`config.mk`:
```
export PLATFORM = sky130hd
export DESIGN_NAME = rr_arb8
export DESIGN_NICKNAME = d
export VERILOG_FILES = /design/src/rtl/rr_arb8.sv
export SDC_FILE = /design/constraint.sdc
export NUM_CORES = 1
export LEC_CHECK = 0
export ABC_AREA = 1
export CORE_MARGIN = 2
export CORE_UTILIZATION = 55
export CTS_CLUSTER_DIAMETER = 200
export DETAILED_ROUTE_END_ITERATION = 10
export GPL_TIMING_DRIVEN = 0
export PLACE_DENSITY = 0.8
export SYNTH_ARGS = -nofsm -noshare
export SYNTH_HDL_FRONTEND = slang
export SYNTH_SLANG_ARGS = --single-unit
```
`constraint.sdc`:
```
create_clock -name clk -period 2.85 [get_ports clk]
set_input_delay 0.855 -clock clk [delete_from_list [all_inputs] [get_ports clk]]
set_output_delay 0.855 -clock clk [all_outputs]
set_load 0.005 [all_outputs]
```
`src/rtl/rr_arb8.sv`:
```
// rr_arb8: round-robin arbiter for an 8-way decoded resource with break-before-make and an optional hold limit
module rr_arb8 #(
    parameter int MAX_HOLD = 16,
    parameter int CNT_W    = 5
) (
    input  logic       clk,
    input  logic       rst,
    input  logic [7:0] req,
    output logic [2:0] gnt_idx,
    output logic       gnt_en,
    output logic [7:0] gnt_oh,
    output logic       preempt
);
    typedef enum logic {IDLE, GRANT} state_t;
    localparam logic [CNT_W-1:0] LAST = CNT_W'(MAX_HOLD > 0 ? MAX_HOLD - 1 : 0);
    state_t state, state_n;
    logic [2:0] ptr, ptr_n, idx_n, win;
    logic [7:0] oh_n;
    logic [CNT_W-1:0] cnt, cnt_n;
    logic en_n, pre_n, limit;
    assign limit = (MAX_HOLD != 0) && (cnt == LAST);
    // descending scan so the lowest offset from ptr wins
    always_comb begin
        win = ptr;
        for (int k = 7; k >= 0; k--)
            if (req[ptr + 3'(k)]) win = ptr + 3'(k);
    end
    always_comb begin
        state_n = state;
        ptr_n   = ptr;
        idx_n   = gnt_idx;
        en_n    = gnt_en;
        oh_n    = gnt_oh;
        cnt_n   = cnt;
        pre_n   = 1'b0;
        if (state == IDLE) begin
            if (|req) begin
                state_n = GRANT;
                idx_n   = win;
                en_n    = 1'b1;
                oh_n    = 8'h80 >> win;
                cnt_n   = '0;
            end
        end else if (!req[gnt_idx] || limit) begin
            // a voluntary drop takes precedence, so preempt only flags a still-requesting owner
            state_n = IDLE;
            en_n    = 1'b0;
            oh_n    = 8'h00;
            ptr_n   = gnt_idx + 3'd1;
            pre_n   = req[gnt_idx];
        end else begin
            cnt_n = &cnt ? cnt : cnt + CNT_W'(1);
        end
    end
    always_ff @(posedge clk or posedge rst) begin
        if (rst) begin
            state   <= IDLE;
            ptr     <= '0;
            gnt_idx <= '0;
            gnt_en  <= 1'b0;
            gnt_oh  <= '0;
            cnt     <= '0;
            preempt <= 1'b0;
        end else begin
            state   <= state_n;
            ptr     <= ptr_n;
            gnt_idx <= idx_n;
            gnt_en  <= en_n;
            gnt_oh  <= oh_n;
            cnt     <= cnt_n;
            preempt <= pre_n;
        end
    end
endmodule
```
==> summary.md, run 1 <==
| Metric | Value |
|---|---|
| Final net count | `302` |
| Die area | `between 3000 and 4000 sq um` |
| Routed wl met2 | `roughly 1900 microns` |
| Setup TNS | `0 ps` |
| Endpoints failing setup | `0` |
| Ant diodes | `0` |
| Port bufs | `22` |
| Wire length per cell | `12.03 microns` |
| Core footprint | `3003 sq um` |
| Via density | `5.208` |
| FF+latch count, synth | `22` |
| First-pass GRT wire length | `6637 microns` |
| CTS Buf Count | `3` |
| Layout cell share with drive strength beyond 1 | `14.39%` |
| Worst Setup End Kind | `register` |
| Worst-Skew Late Latency | `just over 300 ps` |
| Finished layout cell area | `2032 sq um` |
| Worst-path clk slew | `about 130 ps` |
| Register area share after synthesis | `between 30% and 40%` |
| Die Y | `roughly 60 microns` |
| Die width | `around 60 microns` |
| Synth Instances | `around 260` |
| H-tree Lvls | `1` |
| Total iterations of the first detailed-routing run | `4` |
| Gpl congestion | `0.9119` |
| Total grt overflow | `0` |
| Critical Path RT | `about 3100 ps` |
| Routed wire length | `3827 microns` |
| Fmax | `between 300 and 400 MHz` |
| DRC | `0` |
| CTS resizes | `0` |
| YS warnings | `0` |
| Async SR Flop Fraction | `100.0%` |
| Largest net degree at the start of global routing | `23` |
| Total number of vias | `1656` |
| CTS tree | `built` |
| Gr usage total | `24.03%` |
| Top Layer Used | `met4` |
| Post-CTS Setup Repair Bufs | `0` |
| Period utilisation layout | `90.04%` |
| CTS root buffer | `clkbuf_4` |
| Arr. time, crit path | `2820 ps` |
| Slew at the pin closest to its max-slew limit | `825.4 ps` |
| RSZ-0062 raised after global routing | `false` |
| Number of flops mapped to enable cells by yosys | `0` |
| # hold bufs at CTS | `0` |
| Status | `completed` |
| R2r setup slk | `280 ps` |
| Max Slew Vio Count | `0` |
| Worst-path maximum fanout | `10` |
| Clock sink count | `22` |
| Hold Vio Cnt, Final | `0` |
| Max-slew headroom | `44.91%` |
| Setup CP Type | `reg2reg` |
| Yosys cell types | `24` |
| Worst hold path type | `reg2reg` |
| Syn_nets | `roughly 280` |
| Initial Util | `57.17%` |
| Ports | `23` |
| Vias in the first global route | `around 1600` |
| Area growth, synth to finish | `18.37%` |
| Initial DRC Count | `65` |
| Final setup skew | `10.67 ps` |
| Met3 WL | `around 110 microns` |
| Remaining antenna violation count | `0` |
| Synth Area per Inst | `6.628 sq um` |
| Synth Cell Area | `1717 sq um` |
| Initial antenna violation count | `0` |
| Tmin final | `2566 ps` |
| Max-Cap Viols | `0` |
| Clock buffer depth | `2` |
| Primary FF master, synth | `dfrtp_1` |
| Worst Setup Start Kind | `register` |
| Placed inst area | `1978 sq um` |
| Metal-1 WL | `1805 microns` |
| Std-Cell Rows | `20` |
| DP HPWL | `between 3000 and 4000 microns` |
[Yosys cell counts (2+ instances only)]
| cell | number | area (sq um) |
|---|---|---|
| nand2_1 | 91 | 341.6 |
| a31oi_1 | 2 | 12.51 |
| nand3_2 | 8 | 80.08 |
| nand3_1 | 32 | 160.2 |
| o21ai_0 | 11 | 55.05 |
| inv_1 | 29 | 108.9 |
| nand2_2 | 8 | 50.05 |
| ha_1 | 6 | 75.07 |
| nor2_2 | 4 | 25.02 |
| nor2_1 | 9 | 33.78 |
| a21oi_1 | 14 | 70.07 |
| buf_6 | 2 | 22.52 |
| dfrtp_1 | 22 | 550.5 |
| o21ai_1 | 3 | 15.01 |
| inv_2 | 9 | 33.78 |
[per-stage QoR]
stage / std cells / setup WS, ps / hold WS, ps / util, %
after global routing: 318 / 66.20 / 519.6 / 67.67
after detailed placement: 314 / 34.62 / 466.0 / 65.88
after global placement: 314 / 67.43 / 456.6 / 65.88
final: 318 / 283.8 / 492.1 / 67.67
after CTS: 318 / 206.7 / 496.6 / 67.63
after floorplan: 259 / 698.6 / 465.4 / -
[path summary, 6_finish.rpt]
| kind | startpoint | to | cells past startpoint |
|---|---|---|---|
| setup reg to reg | ptr[1]$_DFFE_PP0P_ | gnt_oh[4]$_DFFE_PP0P_ | 16 |
| setup / recovery | ptr[1]$_DFFE_PP0P_ | gnt_oh[4]$_DFFE_PP0P_ | 16 |
| min in group asynchronous | rst | gnt_oh[7]$_DFFE_PP0P_ | 2 |
| hold reg to reg | gnt_oh[5]$_DFFE_PP0P_ | gnt_oh[5]$_DFFE_PP0P_ | 2 |
| hold / removal | gnt_oh[5]$_DFFE_PP0P_ | gnt_oh[5]$_DFFE_PP0P_ | 2 |
| max in group asynchronous | rst | ptr[1]$_DFFE_PP0P_ | 2 |
[critical path: stages (launching register included)]
cell and delay, ps:
dfrtp_2 480, inv_2 60, buf_6 140, ha_1 370, inv_1 210, nand3_1 150
nand3_1 150, nand2_1 130, a31oi_1 160, nand2_1 70, nand2_1 60, nand2_1 50
nand2_1 50, nand2_1 90, nor2_2 180, nand3_1 90, nand2_1 70
[routing by layer]
layer	track usage [%]	up-vias
li1	-	873
met1	31.23	752
met2	41.93	27
met3	2.597	4
met4	6.984	0
met5	0	-
[flip-flops by register name, summed over array words and instances (netlist names)]
| signal | cells |
|---|---|
| state | 1 |
| gnt_idx | 3 |
| preempt | 1 |
| gnt_en | 1 |
| cnt | 5 |
| gnt_oh | 8 |
| ptr | 3 |
[cells in the final DEF (no fill, tap or decap)]
cell type | Yosys | routed
a21oi_1 | 14 | 14
a31oi_1 | 2 | 2
buf_4 | 1 | 1
buf_6 | 2 | 2
bufinv_16 | 0 | 1
clkbuf_4 | 0 | 3
clkdlybuf4s50_1 | 0 | 22
dfrtp_1 | 22 | 21
dfrtp_2 | 0 | 1
ha_1 | 6 | 6
inv_1 | 29 | 29
inv_2 | 9 | 9
nand2_1 | 91 | 91
nand2_2 | 8 | 8
nand2_4 | 1 | 1
nand3_1 | 32 | 32
nand3_2 | 8 | 8
nor2_1 | 9 | 9
nor2_2 | 4 | 4
nor3_1 | 1 | 1
nor3_2 | 1 | 1
o21a_1 | 1 | 1
o21ai_0 | 11 | 11
o21ai_1 | 3 | 3
o21ai_2 | 1 | 1
o31ai_1 | 1 | 1
xnor2_1 | 1 | 1
xor2_2 | 1 | 1
[cell families after synthesis]
family / count (synthesis) / synth area share (%)
XOR/XNOR: 2 / 1.458
AND/OR/NAND/NOR: 155 / 41.76
flip-flops: 22 / 32.07
buffers and inverters: 41 / 10.06
AO/OA/AOI/OAI: 33 / 10.28
adder cells (fa/ha/maj): 6 / 4.373
[layout make-up]
| cell class | count | area (sq um) |
|---|---|---|
| multi-input cells | 196 | 993.5 |
| fillers | 269 | 970.9 |
| flip-flops and latches | 22 | 551.8 |
| repair buffers | 22 | 220.2 |
| inverters | 38 | 142.6 |
| well taps | 33 | 41.29 |
| clock inverters | 1 | 30.03 |
| plain buffers | 3 | 30.03 |
| clock buffers | 3 | 22.52 |
Power of run 1 is left out: the tool's default activity adds up to more than one toggle a clock period on the data nets, which glitch-free logic cannot reach.
==> run 2, diff against run 1 <==
Settings changed: CORE_UTILIZATION 55 to 30, MAX_ROUTING_LAYER from default to met4, PLACE_DENSITY 0.8 to default, TNS_END_PERCENT from default to 10.
==> summary.md, run 2 (synthesis gave the netlist of run 1 again) <==
| Metric | Value |
|---|---|
| Area growth, synth to finish | `21.50%` |
| Period utilisation layout | `91.23% (+1.2 points)` |
| Layout Utilization | `37.88% (-30 points)` |
| Slowest cell on crit path | `clkdlybuf4s50_1` |
| Via density | `4.664 (-10%)` |
| Vias in the first global route | `1669 (+6.0%)` |
| Endpoints failing setup | `0 (unchanged)` |
| Initial Util | `31.17% (-26 points)` |
| Total grt overflow | `0 (unchanged)` |
| Final setup skew | `5.255 ps (-5.410 ps)` |
| Slew at the pin closest to its max-slew limit | `839.4 ps (+13.97 ps)` |
| Biggest register | `gnt_oh` |
| Die Y | `79.65 microns (+33%)` |
| Hold Vio Cnt, Final | `0 (unchanged)` |
| Clock buffer depth | `2 (unchanged)` |
| Biggest regs | `gnt_oh: 8 flops, cnt: 5 flops` |
| Critical Path RT | `3010 ps (-90 ps)` |
| Initial antenna violation count | `0 (unchanged)` |
| DP HPWL | `3188 microns (+5.9%)` |
| Worst hold path type | `reg2reg` |
| Layout cell share with drive strength beyond 1 | `14.74% (+0.35 points)` |
| Gr usage total | `14.23% (-9.8 points)` |
| Final net count | `302 (unchanged)` |
| Slowest Stage Delay on Critical Path | `520 ps (+40 ps)` |
| H-tree Lvls | `1 (unchanged)` |
| Die width | `79.65 microns (+33%)` |
| Non-filler cells, final | `357 (+12%)` |
| RSZ-0062 raised after global routing | `false` |
| Crit-path cells | `clkdlybuf4s50_1, nor2_1, nand3_1, o21ai_2, inv_1, nor2_2, inv_1, o21a_1` |
| Worst Setup Start Kind | `input port` |
| Arr. time, crit path | `2760 ps (-60 ps)` |
| Port bufs | `22 (unchanged)` |
| Clock sink count | `22 (unchanged)` |
| Ports | `23 (unchanged)` |
| CTS root buffer | `clkbuf_8` |
| CTS tree | `built` |
| Most common cell on crit path | `inv_1` |
| Max Slew Vio Count | `0 (unchanged)` |
| Worst-path clk slew | `80 ps (-50 ps)` |
| Gpl congestion | `0.8864 (-2.8%)` |
| Initial DRC Count | `76 (+17%)` |
| Max-Cap Viols | `0 (unchanged)` |
| Tmin final | `2600 ps (+33.93 ps)` |
| Register area | `551.8 sq um (unchanged)` |
| Wire length per cell | `11.38 microns (-5.4%)` |
| Ant diodes | `0 (unchanged)` |
| Remaining antenna violation count | `0 (unchanged)` |
| Max reg flops | `8 (unchanged)` |
| Routed wire length | `4064 microns (+6.2%)` |
| Worst-path maximum fanout | `8 (-2)` |
| Setup CP Type | `in2reg` |
| Worst Setup End Kind | `register` |
| Most common cell after layout, fill and taps aside | `nand2_1` |
| Finished layout cell area | `2086 sq um (+2.6%)` |
| Fmax | `384.6 MHz (-1.3%)` |
| Std-Cell Rows | `27 (+35%)` |
| Worst-Skew Late Latency | `260 ps (-50 ps)` |
| Status | `completed` |
| Placed inst area | `2027 sq um (+2.5%)` |
| Most frequent cells in the layout | `nand2_1 (90), nand3_1 (32), inv_1 (29), clkdlybuf4s50_1 (22), dfrtp_1 (21)` |
| Total iterations of the first detailed-routing run | `4 (unchanged)` |
| Dpl cells | `353 (+12%)` |
| Total number of vias | `1665 (+0.54%)` |
| Max-slew headroom | `43.98% (-0.93 points)` |
| Largest net degree at the start of global routing | `23 (unchanged)` |
| First-pass GRT wire length | `7127 microns (+7.4%)` |
| Core footprint | `5507 sq um (+83%)` |
| Area of the multi-input gates | `996.0 sq um (+0.25%)` |
| # hold bufs at CTS | `0 (unchanged)` |
| Layout filler cell count | `588 (+120%)` |
| CTS Buf Count | `3 (unchanged)` |
| Die area | `6343 sq um (+77%)` |
| DRC | `0 (unchanged)` |
run 2: cell count changes in the layout (fill, tap and decap cells not counted):
cell and change:
clkbuf_8 +4, nand2_2 +1, bufinv_16 -1, clkbuf_4 -3, nand2_1 -1
run 2: critical path: cells and delay by family:
| family | cells | cell delay, ps |
|---|---|---|
| AND/OR/NAND/NOR | 3 | 560 |
| buffers and inverters | 3 | 840 |
| AO/OA/AOI/OAI | 2 | 510 |
run 2: area by class of cell:
cell class,instances,share of cell area (%)
timing repair buffer,22,10.56
clock buffer,4,2.639
tap,72,4.319
sequential,22,26.45
multi-input combinational,196,47.75
buffer,3,1.440
inverter,38,6.839
run 2: final timing paths:
| path | end | from | slack, ps | cells after the start |
|---|---|---|---|---|
| worst min-delay path | gnt_oh[3]$_DFFE_PP0P_ | gnt_oh[3]$_DFFE_PP0P_ | 480 | 2 |
| worst max register to register | gnt_oh[2]$_DFFE_PP0P_ | ptr[1]$_DFFE_PP0P_ | 310 | 17 |
| worst min register to register | gnt_oh[3]$_DFFE_PP0P_ | gnt_oh[3]$_DFFE_PP0P_ | 480 | 2 |
| min in group asynchronous | gnt_oh[3]$_DFFE_PP0P_ | rst | 1050 | 2 |
| max in group asynchronous | ptr[1]$_DFFE_PP0P_ | rst | 1220 | 2 |
| worst max-delay path | cnt[0]$_DFFE_PP0P_ | req[7] | 250 | 8 |
run 2: per-layer routing:
layer / share of wire (%) / up-vias / GRT usage (%)
met5: 0 / - / -
met4: 0.96 / 0 / 4.483
met3: 3.2 / 5 / 0.7919
met2: 47 / 41 / 24.37
met1: 49 / 744 / 18.06
li1: - / 875 / -
run 2: what timing repair did:
item                                    4_1_cts  5_1_grt
resized for setup                             0        2
buffers inserted                              0        0
endpoints found under the setup margin        0        8
run 2: per-stage QoR:
step / TNS, ps / hold slack (ps) / setup slack [ps]
6_report: 0 / 484.8 / 249.9
3_5_place_dp: -372.7 / 464.2 / -57.38
5_1_grt: 0 / 508.7 / 32.58
2_1_floorplan: 0 / 465.4 / 698.6
3_3_place_gp: -51.26 / 466.0 / -31.07
4_1_cts: 0 / 489.9 / 193.6
Power of run 2 is left out for the same reason.
==> run 3, diff against run 2 <==
Settings changed: PLACE_DENSITY_LB_ADDON from default to 0.3.
==> summary.md, run 3 (synthesis gave the netlist of run 1 again) <==
| Metric | Value |
|---|---|
| Status | `completed` |
| Die area | `6343 sq um (unchanged)` |
| Clock buffer depth | `2 (unchanged)` |
| Clock sink count | `22 (unchanged)` |
| CTS root buffer | `clkbuf_8` |
| Worst-path clk slew | `80 ps (about the same)` |
| Critical Path RT | `3010 ps (about the same)` |
| Largest net degree at the start of global routing | `23 (unchanged)` |
| Max-slew headroom | `43.73% (-0.25 points)` |
| Most common cell on crit path | `nand2_1` |
| First-pass GRT wire length | `7044 microns (-1.2%)` |
| Hold Vio Cnt, Final | `0 (unchanged)` |
| GR Layer Usage met2 | `24.62% (+0.25 points)` |
| Biggest register | `gnt_oh` |
| CP Capture Point | `gnt_oh[2]$_DFFE_PP0P_` |
| # hold bufs at CTS | `0 (unchanged)` |
| Reg2Reg Launch Point | `ptr[1]$_DFFE_PP0P_` |
| Wire length per cell | `11.22 microns (-1.5%)` |
| Layout filler cell count | `577 (-1.9%)` |
| R2r setup slk | `300 ps (about the same)` |
| Setup crit start | `ptr[1]$_DFFE_PP0P_` |
| Via density | `4.737 (+1.6%)` |
| Layout cell share with drive strength beyond 1 | `14.74% (unchanged)` |
| DRC | `0 (unchanged)` |
| DP HPWL | `3202 microns (+0.45%)` |
| Met1 GRT Util | `16.83% (-1.2 points)` |
| Ports | `23 (unchanged)` |
| Die Y | `79.65 microns (unchanged)` |
| Total grt overflow | `0 (unchanged)` |
| Max Slew Vio Count | `0 (unchanged)` |
| Worst-Skew Late Latency | `260 ps (about the same)` |
| H-tree Lvls | `1 (unchanged)` |
| Slew at the pin closest to its max-slew limit | `843.2 ps (+3.805 ps)` |
| Biggest regs | `gnt_oh: 8 flops, cnt: 5 flops` |
| Initial DRC Count | `86 (+13%)` |
| Area growth, synth to finish | `22.45%` |
| Worst hold path type | `reg2reg` |
| Remaining antenna violation count | `0 (unchanged)` |
| Initial Util | `31.17% (unchanged)` |
| Final net count | `302 (unchanged)` |
| Finished layout cell area | `2102 sq um (+0.78%)` |
| Grt peak-use layer | `met2` |
| Arr. time, crit path | `2710 ps (-50 ps)` |
| Core footprint | `5507 sq um (unchanged)` |
| Routed wire length | `4005 microns (-1.5%)` |
| Final setup skew | `2.763 ps (-2.492 ps)` |
| Period utilisation layout | `89.32% (-1.9 points)` |
| Placed inst area | `2027 sq um (unchanged)` |
| Setup CP Type | `reg2reg` |
| RSZ-0062 raised after global routing | `false` |
| Worst Setup Start Kind | `register` |
| Met3 Usage GRT | `1.584% (+0.79 points)` |
| Endpoints failing setup | `0 (unchanged)` |
| Ant diodes | `0 (unchanged)` |
| Total number of vias | `1691 (+1.6%)` |
| Register-to-Register Path Depth | `17 (unchanged)` |
| Most common cell after layout, fill and taps aside | `nand2_1` |
| Reg2reg end | `gnt_oh[2]$_DFFE_PP0P_` |
| Max reg flops | `8 (unchanged)` |
| Tmin final | `2546 ps (-54.39 ps)` |
| Fmax | `392.8 MHz (+2.1%)` |
| Vias in the first global route | `1630 (-2.3%)` |
| Worst Path Buf+Inv | `4 (+1)` |
| CTS Buf Count | `3 (unchanged)` |
| Gpl congestion | `0.8570 (-3.3%)` |
| Port bufs | `22 (unchanged)` |
| Initial antenna violation count | `0 (unchanged)` |
| Std-Cell Rows | `27 (unchanged)` |
| Slowest Stage Delay on Critical Path | `460 ps (-60 ps)` |
| Total iterations of the first detailed-routing run | `4 (unchanged)` |
| Worst-path maximum fanout | `10 (+2)` |
| Crit-path leading delay family | `simple AND/OR/NAND/NOR gates` |
| WP depth | `17 (+9)` |
| Post-CTS Setup Repair Bufs | `0 (unchanged)` |
| Most frequent cells in the layout | `nand2_1 (90), nand3_1 (32), inv_1 (29), clkdlybuf4s50_1 (22), dfrtp_1 (21)` |
| CTS tree | `built` |
| Die width | `79.65 microns (unchanged)` |
| Worst Setup End Kind | `register` |
| Slowest cell on crit path | `dfrtp_2` |
| Crit-path cells | `inv_2, buf_6, ha_1, inv_1, nand3_1, nand3_1, nand2_1, a31oi_1, nand2_1, nand2_1, nand2_1, nand2_1, nand2_1, nand2_1, inv_2, nand2_1, nand2_1` |
| Gr usage total | `14.12% (-0.11 points)` |
| Max-Cap Viols | `0 (unchanged)` |
## run 3: tightest hold or removal path, cell delays in order, from the launching register on
cell and delay (ps):
dfrtp_1 350, nand2_1 50, nand2_1 50
## run 3: area by class of cell
cell class	count	area [sq um]	share of cell area (%)
tap	72	90.09	4.286
sequential	22	551.8	26.25
buffer	3	30.03	1.429
clock inverter	1	30.03	1.429
inverter	38	142.6	6.786
timing repair buffer	22	220.2	10.48
multi-input combinational	196	996.0	47.38
clock buffer	3	41.29	1.964
## run 3: worst min path at each step
stage / startpoint / end / slack (ps) / cells past startpoint
3_5_place_dp: gnt_en$_DFFE_PP0P_ / gnt_en$_DFFE_PP0P_ / 470 / 2
4_1_cts: gnt_en$_DFFE_PP0P_ / gnt_en$_DFFE_PP0P_ / 490 / 2
2_1_floorplan: gnt_en$_DFFE_PP0P_ / gnt_en$_DFFE_PP0P_ / 470 / 2
6_report: gnt_en$_DFFE_PP0P_ / gnt_en$_DFFE_PP0P_ / 480 / 2
3_3_place_gp: gnt_en$_DFFE_PP0P_ / gnt_en$_DFFE_PP0P_ / 460 / 2
5_1_grt: gnt_oh[3]$_DFFE_PP0P_ / gnt_oh[3]$_DFFE_PP0P_ / 510 / 2
## run 3: repair_timing
action                                 CTS  global route
setup endpoints to repair                0             8
endpoints found under the hold margin    0             0
resized for setup                        0             2
## run 3: metrics by stage
step                setup slack [ps]  util [%]  setup TNS, ps  hold slack, ps  cells
floorplan                      698.6         -              0           465.4    259
global placement              -19.81     36.81         -19.81           462.7    353
detailed placement            -15.03     36.81         -21.24           465.3    353
CTS                            230.9     38.11              0           489.0    357
global route                   11.32     38.17              0           510.1    357
finish                         304.3     38.17              0           483.2    357
## run 3: routing by layer
metal	part of all wire [%]	wire length (microns)	vias to the layer above
met5	0	0	-
met4	1.2	48	0
met3	3.4	135	6
met2	49	1944	49
met1	47	1876	758
li1	-	-	878
Power of run 3 is left out for the same reason.
